$ cat config.mk
export PLATFORM = sky130hd
export DESIGN_NAME = pipe_hazard_ctrl
export DESIGN_NICKNAME = d
export VERILOG_FILES = /design/src/rtl/pipe_ctrl_pkg.sv /design/src/rtl/pipe_fwd_mux.sv /design/src/rtl/pipe_hazard_ctrl.sv
export SDC_FILE = /design/constraint.sdc
export NUM_CORES = 1
export LEC_CHECK = 0
export ABC_CLOCK_PERIOD_IN_PS = 1750
export CAP_MARGIN = 20
export CORE_MARGIN = 4
export CORE_UTILIZATION = 30
export DETAILED_ROUTE_END_ITERATION = 8
export GPL_TIMING_DRIVEN = 0
export PLACE_DENSITY = 0.8
export SKIP_CTS_REPAIR_TIMING = 1
export SYNTH_ARGS = -nofsm -noshare
export SYNTH_HDL_FRONTEND = slang
export SYNTH_SLANG_ARGS = --single-unit
$ cat constraint.sdc
create_clock -name clk -period 1.75 [get_ports clk]
set_input_delay 0.2625 -clock clk [delete_from_list [all_inputs] [get_ports clk]]
set_output_delay 0.2625 -clock clk [all_outputs]
set_load 0.05 [all_outputs]
$ cat src/rtl/pipe_ctrl_pkg.sv
// Shared types and constants for the pipeline hazard/forwarding controller.
package pipe_ctrl_pkg;

   typedef enum logic {
      M_IDLE,
      M_WAIT
   } mem_state_e;

   typedef enum logic [1:0] {
      I_IDLE,
      I_PEND,
      I_TAKE,
      I_MASKED
   } irq_state_e;

   typedef enum logic [1:0] {
      FWD_NONE = 2'b00,
      FWD_MEM  = 2'b01,
      FWD_WB   = 2'b10
   } fwd_sel_e;

   localparam int unsigned NUM_BUF    = 4;
   localparam int unsigned BUF_IF_ID  = 0;
   localparam int unsigned BUF_ID_EX  = 1;
   localparam int unsigned BUF_EX_MEM = 2;
   localparam int unsigned BUF_MEM_WB = 3;

endpackage

$ cat src/rtl/pipe_fwd_mux.sv
// Per-operand forwarding: match EX source against MEM/WB destinations, MEM wins.
module pipe_fwd_mux
   import pipe_ctrl_pkg::*;
#(
   parameter int unsigned DATA_W   = 32,
   parameter int unsigned REG_AW   = 4,
   parameter int unsigned ZERO_REG = 0
) (
   input  logic [REG_AW-1:0] ex_rs_i,
   input  logic [REG_AW-1:0] mem_rd_i,
   input  logic              mem_reg_wr_i,
   input  logic [DATA_W-1:0] mem_data_i,
   input  logic [REG_AW-1:0] wb_rd_i,
   input  logic              wb_reg_wr_i,
   input  logic [DATA_W-1:0] wb_data_i,
   output logic [1:0]        sel_o,
   output logic [DATA_W-1:0] data_o
);

   logic rs_ok;
   logic mem_hit;
   logic wb_hit;

   assign rs_ok   = (ZERO_REG == 0) || (ex_rs_i != '0);
   assign mem_hit = rs_ok && mem_reg_wr_i && (mem_rd_i == ex_rs_i);
   assign wb_hit  = rs_ok && wb_reg_wr_i && (wb_rd_i == ex_rs_i);

   always_comb begin
      sel_o  = FWD_NONE;
      data_o = '0;
      if (mem_hit) begin
         sel_o  = FWD_MEM;
         data_o = mem_data_i;
      end else if (wb_hit) begin
         sel_o  = FWD_WB;
         data_o = wb_data_i;
      end
   end

endmodule

$ cat src/rtl/pipe_hazard_ctrl.sv
// Pipeline control: hazard priority, memory-wait and interrupt-entry FSMs,
// EX operand forwarding and saturating stall/flush counters.
module pipe_hazard_ctrl
   import pipe_ctrl_pkg::*;
#(
   parameter int unsigned DATA_W      = 32,
   parameter int unsigned REG_AW      = 4,
   parameter int unsigned ZERO_REG    = 0,
   parameter int unsigned MEM_TIMEOUT = 15,
   parameter int unsigned CNT_W       = 16
) (
   input  logic              clk,
   input  logic              rst_n,
   input  logic [REG_AW-1:0] id_rs1,
   input  logic [REG_AW-1:0] id_rs2,
   input  logic              id_rs1_used,
   input  logic              id_rs2_used,
   input  logic [REG_AW-1:0] ex_rs1,
   input  logic [REG_AW-1:0] ex_rs2,
   input  logic [REG_AW-1:0] ex_rd,
   input  logic              ex_reg_wr,
   input  logic              ex_is_load,
   input  logic [REG_AW-1:0] mem_rd,
   input  logic              mem_reg_wr,
   input  logic              mem_is_load,
   input  logic [DATA_W-1:0] mem_alu_data,
   input  logic [DATA_W-1:0] mem_load_data,
   input  logic [REG_AW-1:0] wb_rd,
   input  logic              wb_reg_wr,
   input  logic [DATA_W-1:0] wb_data,
   input  logic              mem_req,
   input  logic              mem_valid,
   input  logic              branch_miss,
   input  logic              id_redirect,
   input  logic              alert,
   input  logic              reti,
   output logic [3:0]        stall,
   output logic [3:0]        flush,
   output logic              pc_hold,
   output logic [1:0]        rs1_fwd_sel,
   output logic [1:0]        rs2_fwd_sel,
   output logic [DATA_W-1:0] rs1_fwd_data,
   output logic [DATA_W-1:0] rs2_fwd_data,
   output logic              irq_take,
   output logic              irq_masked,
   output logic              mem_err,
   output logic [CNT_W-1:0]  stall_cnt,
   output logic [CNT_W-1:0]  flush_cnt
);

   localparam int unsigned TW = $clog2(MEM_TIMEOUT + 1);

   mem_state_e        mem_state_q, mem_state_d;
   irq_state_e        irq_state_q, irq_state_d;
   logic [TW-1:0]     tmo_q, tmo_d, tmo_inc;
   logic              mem_err_q, mem_err_d;
   logic              irq_take_q, irq_take_d;
   logic              pending_q, pending_d;
   logic [CNT_W-1:0]  stall_cnt_q, flush_cnt_q;
   logic              mem_wait;
   logic              load_use;
   logic              rd_ok;
   logic [DATA_W-1:0] mem_data;

   // ---------------- forwarding ----------------
   assign mem_data = mem_is_load ? mem_load_data : mem_alu_data;

   pipe_fwd_mux #(.DATA_W(DATA_W), .REG_AW(REG_AW), .ZERO_REG(ZERO_REG)) u_fwd_rs1 (
      .ex_rs_i      (ex_rs1),
      .mem_rd_i     (mem_rd),
      .mem_reg_wr_i (mem_reg_wr),
      .mem_data_i   (mem_data),
      .wb_rd_i      (wb_rd),
      .wb_reg_wr_i  (wb_reg_wr),
      .wb_data_i    (wb_data),
      .sel_o        (rs1_fwd_sel),
      .data_o       (rs1_fwd_data)
   );

   pipe_fwd_mux #(.DATA_W(DATA_W), .REG_AW(REG_AW), .ZERO_REG(ZERO_REG)) u_fwd_rs2 (
      .ex_rs_i      (ex_rs2),
      .mem_rd_i     (mem_rd),
      .mem_reg_wr_i (mem_reg_wr),
      .mem_data_i   (mem_data),
      .wb_rd_i      (wb_rd),
      .wb_reg_wr_i  (wb_reg_wr),
      .wb_data_i    (wb_data),
      .sel_o        (rs2_fwd_sel),
      .data_o       (rs2_fwd_data)
   );

   // ---------------- load-use ----------------
   assign rd_ok    = (ZERO_REG == 0) || (ex_rd != '0);
   assign load_use = ex_is_load && ex_reg_wr && rd_ok &&
                     ((id_rs1_used && (id_rs1 == ex_rd)) ||
                      (id_rs2_used && (id_rs2 == ex_rd)));

   // ---------------- memory-wait FSM ----------------
   // The cycle after a timeout ignores mem_req so the abandoned access
   // releases the pipeline even if the requester has not yet dropped it.
   always_comb begin
      mem_state_d = mem_state_q;
      tmo_d       = tmo_q;
      mem_err_d   = 1'b0;
      mem_wait    = 1'b0;
      tmo_inc     = tmo_q + TW'(1);
      unique case (mem_state_q)
         M_IDLE: begin
            if (mem_req && !mem_valid && !mem_err_q) begin
               mem_wait = 1'b1;
               if (tmo_inc == TW'(MEM_TIMEOUT)) begin
                  mem_err_d = 1'b1;
                  tmo_d     = '0;
               end else begin
                  mem_state_d = M_WAIT;
                  tmo_d       = tmo_inc;
               end
            end
         end
         M_WAIT: begin
            if (mem_valid) begin
               mem_state_d = M_IDLE;
               tmo_d       = '0;
            end else begin
               mem_wait = 1'b1;
               if (tmo_inc == TW'(MEM_TIMEOUT)) begin
                  mem_state_d = M_IDLE;
                  mem_err_d   = 1'b1;
                  tmo_d       = '0;
               end else begin
                  tmo_d = tmo_inc;
               end
            end
         end
      endcase
   end

   // ---------------- interrupt-entry FSM ----------------
   always_comb begin
      irq_state_d = irq_state_q;
      pending_d   = pending_q;
      unique case (irq_state_q)
         I_IDLE: begin
            if (alert || pending_q) irq_state_d = I_PEND;
         end
         I_PEND: begin
            if (!mem_wait && !branch_miss) irq_state_d = I_TAKE;
         end
         I_TAKE: begin
            pending_d   = 1'b0;
            irq_state_d = I_MASKED;
         end
         I_MASKED: begin
            if (alert) pending_d = 1'b1;
            if (reti) irq_state_d = I_IDLE;
         end
      endcase
      irq_take_d = (irq_state_d == I_TAKE);
   end

   assign irq_masked = (irq_state_q == I_TAKE) || (irq_state_q == I_MASKED);
   assign irq_take   = irq_take_q;
   assign mem_err    = mem_err_q;

   // ---------------- hazard priority ----------------
   always_comb begin
      stall   = '0;
      flush   = '0;
      pc_hold = 1'b0;
      if (!rst_n) begin
         flush   = '1;
         pc_hold = 1'b1;
      end else if (mem_wait) begin
         stall   = '1;
         pc_hold = 1'b1;
      end else if (branch_miss || irq_take_q) begin
         flush[BUF_IF_ID] = 1'b1;
         flush[BUF_ID_EX] = 1'b1;
      end else if (load_use) begin
         pc_hold          = 1'b1;
         stall[BUF_IF_ID] = 1'b1;
         flush[BUF_ID_EX] = 1'b1;
      end else if (id_redirect) begin
         flush[BUF_IF_ID] = 1'b1;
      end
   end

   // ---------------- state and counters ----------------
   always_ff @(posedge clk or negedge rst_n) begin
      if (!rst_n) begin
         mem_state_q <= M_IDLE;
         irq_state_q <= I_IDLE;
         tmo_q       <= '0;
         mem_err_q   <= 1'b0;
         irq_take_q  <= 1'b0;
         pending_q   <= 1'b0;
         stall_cnt_q <= '0;
         flush_cnt_q <= '0;
      end else begin
         mem_state_q <= mem_state_d;
         irq_state_q <= irq_state_d;
         tmo_q       <= tmo_d;
         mem_err_q   <= mem_err_d;
         irq_take_q  <= irq_take_d;
         pending_q   <= pending_d;
         if (pc_hold && (stall_cnt_q != '1)) stall_cnt_q <= stall_cnt_q + CNT_W'(1);
         if ((flush != '0) && (flush_cnt_q != '1)) flush_cnt_q <= flush_cnt_q + CNT_W'(1);
      end
   end

   assign stall_cnt = stall_cnt_q;
   assign flush_cnt = flush_cnt_q;

endmodule

# Word-level counts from Yosys, hierarchy flattened
# Index checks and enable logic that the tools add are counted.
dict set report classes {
  n_addsub 3
  multipliers 0
  n_div 0
  n_lt_le_gt_ge 0
  eq_ne 15
  n_shift 0
  n_mux 42
  n_bitwise 1
  reduce_logical 25
}
# cell count
set ops {}
lappend ops {{2-to-1 mux 32 bit} 5}
lappend ops {{adder 16 x 1 -> 16 bit, second input constant} 2}
lappend ops {{inequality test 16 bit, second input constant} 2}
lappend ops {{equality test 4 bit} 6}
lappend ops {{2-to-1 mux 2 bit} 11}
lappend ops {{2-to-1 mux 4 bit} 4}
lappend ops {{2-to-1 mux 1 bit} 15}
lappend ops {{logical AND 1 bit} 13}
lappend ops {{one-hot mux 1 bit (2 select lines)} 4}
lappend ops {{one-hot mux 2 bit (4 select lines)} 1}
lappend ops {{one-hot mux 4 bit (2 select lines)} 1}
lappend ops {{equality test 2 bit, second input constant} 3}
lappend ops {{adder 4 x 1 -> 4 bit, second input constant} 1}
lappend ops {{equality test 4 bit, second input constant} 1}
lappend ops {{zero test 1 bit} 4}
lappend ops {{logical OR 1 bit} 4}
lappend ops {{inequality test 2 bit, second input constant} 2}
lappend ops {{nonzero test 4 bit} 1}
lappend ops {{2-to-1 mux 3 bit} 1}
lappend ops {{equality test 2 x 1 -> 1 bit, second input constant} 1}
lappend ops {{zero test 2 bit} 1}
lappend ops {{AND reduction 2 bit} 1}
lappend ops {{nonzero test 2 bit} 1}
lappend ops {{NOT 1 bit} 1}
dict set report word_totals {
  ff_bits 42
  latch_bits 0
  ram_bits 0
  mem_bits_ro 0
  inputBits 139
  out_inout_bits 112
  elab_cells 94
  mem_count 0
}

# Longest topological paths before layout
dict set report logic_depth {
  word_depth 10
  mapped_depth 7
  ltp_nobuf 7
}

# By module
# From an unflattened synthesis, not the netlist that was laid out.
dict set report unflattened {
  hier_cells 510
  area_unflattened_um2 4596.9
}
# module n_inst cells_each area_each_um2 seq_area_each_um2
set modules_own_cells {}
lappend modules_own_cells {pipe_hazard_ctrl 1 254 2652.5 1051.0}
lappend modules_own_cells {pipe_fwd_mux 2 128 972.2 0.0}

# Worst setup path before layout
# Ideal clock, no wire load.
dict set report synth_path {
  path_kind {register -> output}
  start {register irq_take_q, in the netlist irq_take}
  end {output stall[0]}
  arrival_ns 2.282
  t_required_ns 1.487
  setup_slack_ns -0.795
  stages_incl_launch_ff 6
  path_buffers 2
  path_cell_list {dfrtp_1 or4_1 o221a_1 buf_6 buf_8 nor2_1}
}
dict set report synth_via {
  elab_chain_len 4
}
# item line
set synth_rtl {}
lappend synth_rtl {{from (decl)} pipe_hazard_ctrl.sv:57} ;# logic irq_take_q, irq_take_d;
lappend synth_rtl {{from (signal assigned)} pipe_hazard_ctrl.sv:204} ;# irq_take_q <= irq_take_d;
lappend synth_rtl {{logical OR 1 bit} pipe_hazard_ctrl.sv:176} ;# end else if (branch_miss || irq_take_q) begin
lappend synth_rtl {{2-to-1 mux 1 bit} pipe_hazard_ctrl.sv:176}
lappend synth_rtl {{2-to-1 mux 1 bit} pipe_hazard_ctrl.sv:173} ;# end else if (mem_wait) begin
lappend synth_rtl {{2-to-1 mux 4 bit} pipe_hazard_ctrl.sv:170} ;# if (!rst_n) begin
lappend synth_rtl {{to (decl)} pipe_hazard_ctrl.sv:37} ;# output logic [3:0] stall,
# No other way between the ends.

# Final worst setup path
# Same ends and word-level chain as after synthesis.

==> flow_metrics.py <==
metrics = {
    "timing": {
        "max_slew_margin_pct": 43.8,
        "timing.final.crit_period_ns": 2.18,
        "finalCritPeriodShare_pct": 125,
        "achievable-frequency_ghz": 0.458,
        "finalSetupViolCount": 98,
        "worst_slew_pin_slew_ns": 0.841,
        "hold_viol_final": 0,
        "rsz_0062_raised_after_global_routing": "yes",
        "slew_viol_final": 0,
        "finalWorstSetupSlack_ns": -0.434,
        "finClkSkew_ns": 0.00819,
    },
    "drt": {
        "dr.pass1.iters": 6,
        "detail-route-antenna-nets": 0,
        "drt_iter0_drc": 346,
        "finalWirelength_um": 21500,
        "remaining_drc_errors": 0,
        "routedWlPerCell_um": 26.4,
        "dr_total_vias": 4647,
        "route.detailed.vias_per_inst": 5.71,
    },
    "worst_setup_path": {
        "critical_path.startpoint_type": "register",
        "worst_path_dominant_cell_family": "simple AND/OR/NAND/NOR gates",
        "critPathArrivalTime_ns": 1.92,
        "crit-reg2reg-launch": "irq_take",
        "crit_path_max_fanout": 5,
        "reg2reg_depth": 8,
        "timing.critical_path.slowest_cell_delay_ns": 0.48,
        "crit_path_end_kind": "primary output",
        "reg2reg_to": "stall_cnt[14]",
        "highest_delay_cell_along_the_critical_path": "or4_4",
        "path_buf_inv": 3,
        "crit_type": "register to primary output",
        "critical_path.cell_chain": "or4_4 > o221a_1 > buf_6 > buf_12 > nor2_4 > buf_8",
        "setup.reg_to_reg.worst_slack_ns": -0.42,
        "critical_path_required_ns": 1.49,
    },
    "synthesis": {
        "netlist-cell-type-count": 42,
        "yosys.area.top_type_share_pct": 30.1,
        "synth.net_count": 522,
        "yosys.cell_count.top_type": "o2bb2ai_1",
        "avgSynthCellArea_um2": 9.22,
        "synth.yosys.seq_area_share_pct": 30.1,
        "number_of_enable_flip_flop_cells_after_synthesis": 0,
        "ys_top_cells_by_area": "dfrtp_1 30%, o2bb2ai_1 16%, mux2i_1 9.2%, xnor2_1 6.8%, xor2_1 6.5%",
        "synth_warnings": 0,
        "post_synth_top_cells": "64 x o2bb2ai_1, 42 x dfrtp_1, 32 x mux2i_1",
        "yosys_register_bits": 42,
        "synthCells": 379,
        "netlist_area_mm2": 0.00349,
        "most_used_dff_post_synth": "dfrtp_1",
        "async_flop_share_pct": 100,
        "synth.largest_area_cell": "dfrtp_1",
    },
    "floorplan": {
        "floorplan.die.height_um": 116,
        "start_util_pct": 30.6,
        "die-area_mm2": 0.0134,
        "std_cell_rows": 39,
        "num_ports": 251,
        "design.core.area_mm2": 0.0114,
        "fp.dieW_um": 116,
    },
    "clocking": {
        "cts_root_buf": "clkbuf_16",
        "cts_max_level": 2,
        "cts_buffers": 5,
        "max-clock-path-buffers": 2,
        "tritoncts_clock_tree": "built",
        "worstSkewPairLatency_ns": 0.29,
        "register_clock_pin_slew_on_the_reported_worst_setup_and_hold_paths_ns": 0.06,
        "numClockSinks": 42,
    },
    "placed_design": {
        "dp_hpwl_um": 13000,
        "place_area_mm2": 0.00646,
        "placed_cells_incl_taps": 772,
        "gp_congestion": 0.895,
        "portBuffers": 249,
    },
    "run_status": {
        "failed_checks": "negative setup slack",
        "status": "complete, but fails checks",
    },
    "finish": {
        "stdcell_area_mm2": 0.00875,
        "final_cell_count_no_fill": 814,
        "area_delta_synth_final_pct": 150,
        "post_route_cells_drive_above_1_share_pct": 47.5,
        "fin_nets": 811,
        "n_fill_cell": 658,
    },
    "global_route": {
        "grt_pass1_vias": 4296,
        "grt_first_pass_wirelength_um": 22800,
        "grt_util_all_layers_pct": 21.7,
        "grt_max_degree": 39,
        "global_route.overflow_total": 0,
        "grt_antenna_before_repair": 2,
    },
    "hold_path": {
        "hold_class": "input port to async pin",
    },
    "power": {
        "swShare_pct": 47.3,
        "power.internal_uw": 3310,
        "power.leakage_uw": 0.00394,
        "net-switching-power_uw": 2970,
        "peak_supply_drop_v": 0.00127,
        "combinationalPowerShare_pct": 57.5,
        "power_density_mw_per_mm2": 718,
        "sequentialPowerShare_pct": 27.5,
        "clkPwrFrac_pct": 15.1,
    },
    "run": {
        "timing.max_cap.violations": 0,
    },
}
metrics by stage:
stage | hold slack, ns | setup WS [ns] | setup TNS (ns) | util [%] | total power [µW]
floorplan | -0.0331 | -0.400 | -28.03 | - | 3560
global placement | 0.463 | -2.43 | -214.75 | 56.4 | 4750
detailed placement | 0.115 | -1.79 | -134.27 | 56.6 | 4830
CTS | -0.191 | -1.79 | -126.10 | 57.9 | 5790
global route | 0.0324 | -0.495 | -26.32 | 76.6 | 6510
finish | 0.0222 | -0.434 | -18.74 | 76.6 | 6280
kinds of logic after synthesis:
kind of cell | synth area share (%)
multiplexers | 10.5
adder cells (fa/ha/maj) | 1.43
AO/OA/AOI/OAI | 24.1
buffers and inverters | 5.30
flip-flops | 30.1
XOR/XNOR | 13.3
AND/OR/NAND/NOR | 15.4
per-layer routing:
metal / GRT usage (%) / routed length (µm) / share of wire [%] / vias up
met4: 8.43 / 825 / 3.8 / 0
li1: - / - / - / 2012
met2: 38.2 / 11600 / 54 / 280
met1: 24.8 / 7330 / 34 / 2293
met5: 0 / 0 / 0 / -
met3: 6.21 / 1670 / 7.8 / 62
worst max-delay path by stage:
stage	start	endpoint	slack [ns]	depth (start not counted)
after floorplan	mem_is_load	rs2_fwd_data[11]	-0.40	4
after global placement	rst_n	flush[1]	-2.43	5
after detailed placement	ex_rs2[2]	rs2_fwd_data[14]	-1.79	9
after CTS	ex_rs2[2]	rs2_fwd_data[14]	-1.79	9
after global routing	ex_rd[1]	stall_cnt[14]	-0.49	10
final	irq_take	stall[0]	-0.43	6
layout by cell type, fill, tap and decap left out, drive strengths merged, types with 11 or more instances in the layout:
| master | count |
|---|---|
| xnor2 | 27 |
| dfrtp | 42 |
| o2bb2ai | 64 |
| clkbuf | 25 |
| nand4 | 13 |
| mux2i | 32 |
| nand2 | 17 |
| xor2 | 26 |
| clkdlybuf4s50 | 101 |
| dlymetal6s2s | 60 |
| buf | 127 |
| a21oi | 15 |
| nand3 | 21 |
| nor2 | 11 |
flip-flops by register name (all words and copies together) (netlist names):
signal and cells:
flush_cnt 16, stall_cnt 16, tmo_q 4, irq_state_q 2, irq_take 1, mem_err 1
mem_state_q 1, pending_q 1
power groups by stage:
stage | Clock, µW | Combinational (µW) | Sequential (µW)
detailed placement | 0 | 3110 | 1720
floorplan | 0 | 1100 | 2450
finish | 946 | 3610 | 1730
global route | 992 | 3760 | 1760
global placement | 0 | 3060 | 1690
CTS | 953 | 3130 | 1710
final cells by class:
type | instances | area (µm²) | area share (%)
antenna | 2 | 5.00 | 0.0572
multi-input combinational | 300 | 3730 | 42.6
inverter | 10 | 46.3 | 0.529
clock buffer | 6 | 139 | 1.59
buffer | 25 | 278 | 3.18
clock inverter | 2 | 12.5 | 0.143
tap | 143 | 179 | 2.05
sequential | 42 | 1070 | 12.3
timing repair buffer | 284 | 3290 | 37.6
No activity file was read; power rests on OpenSTA's default activity.
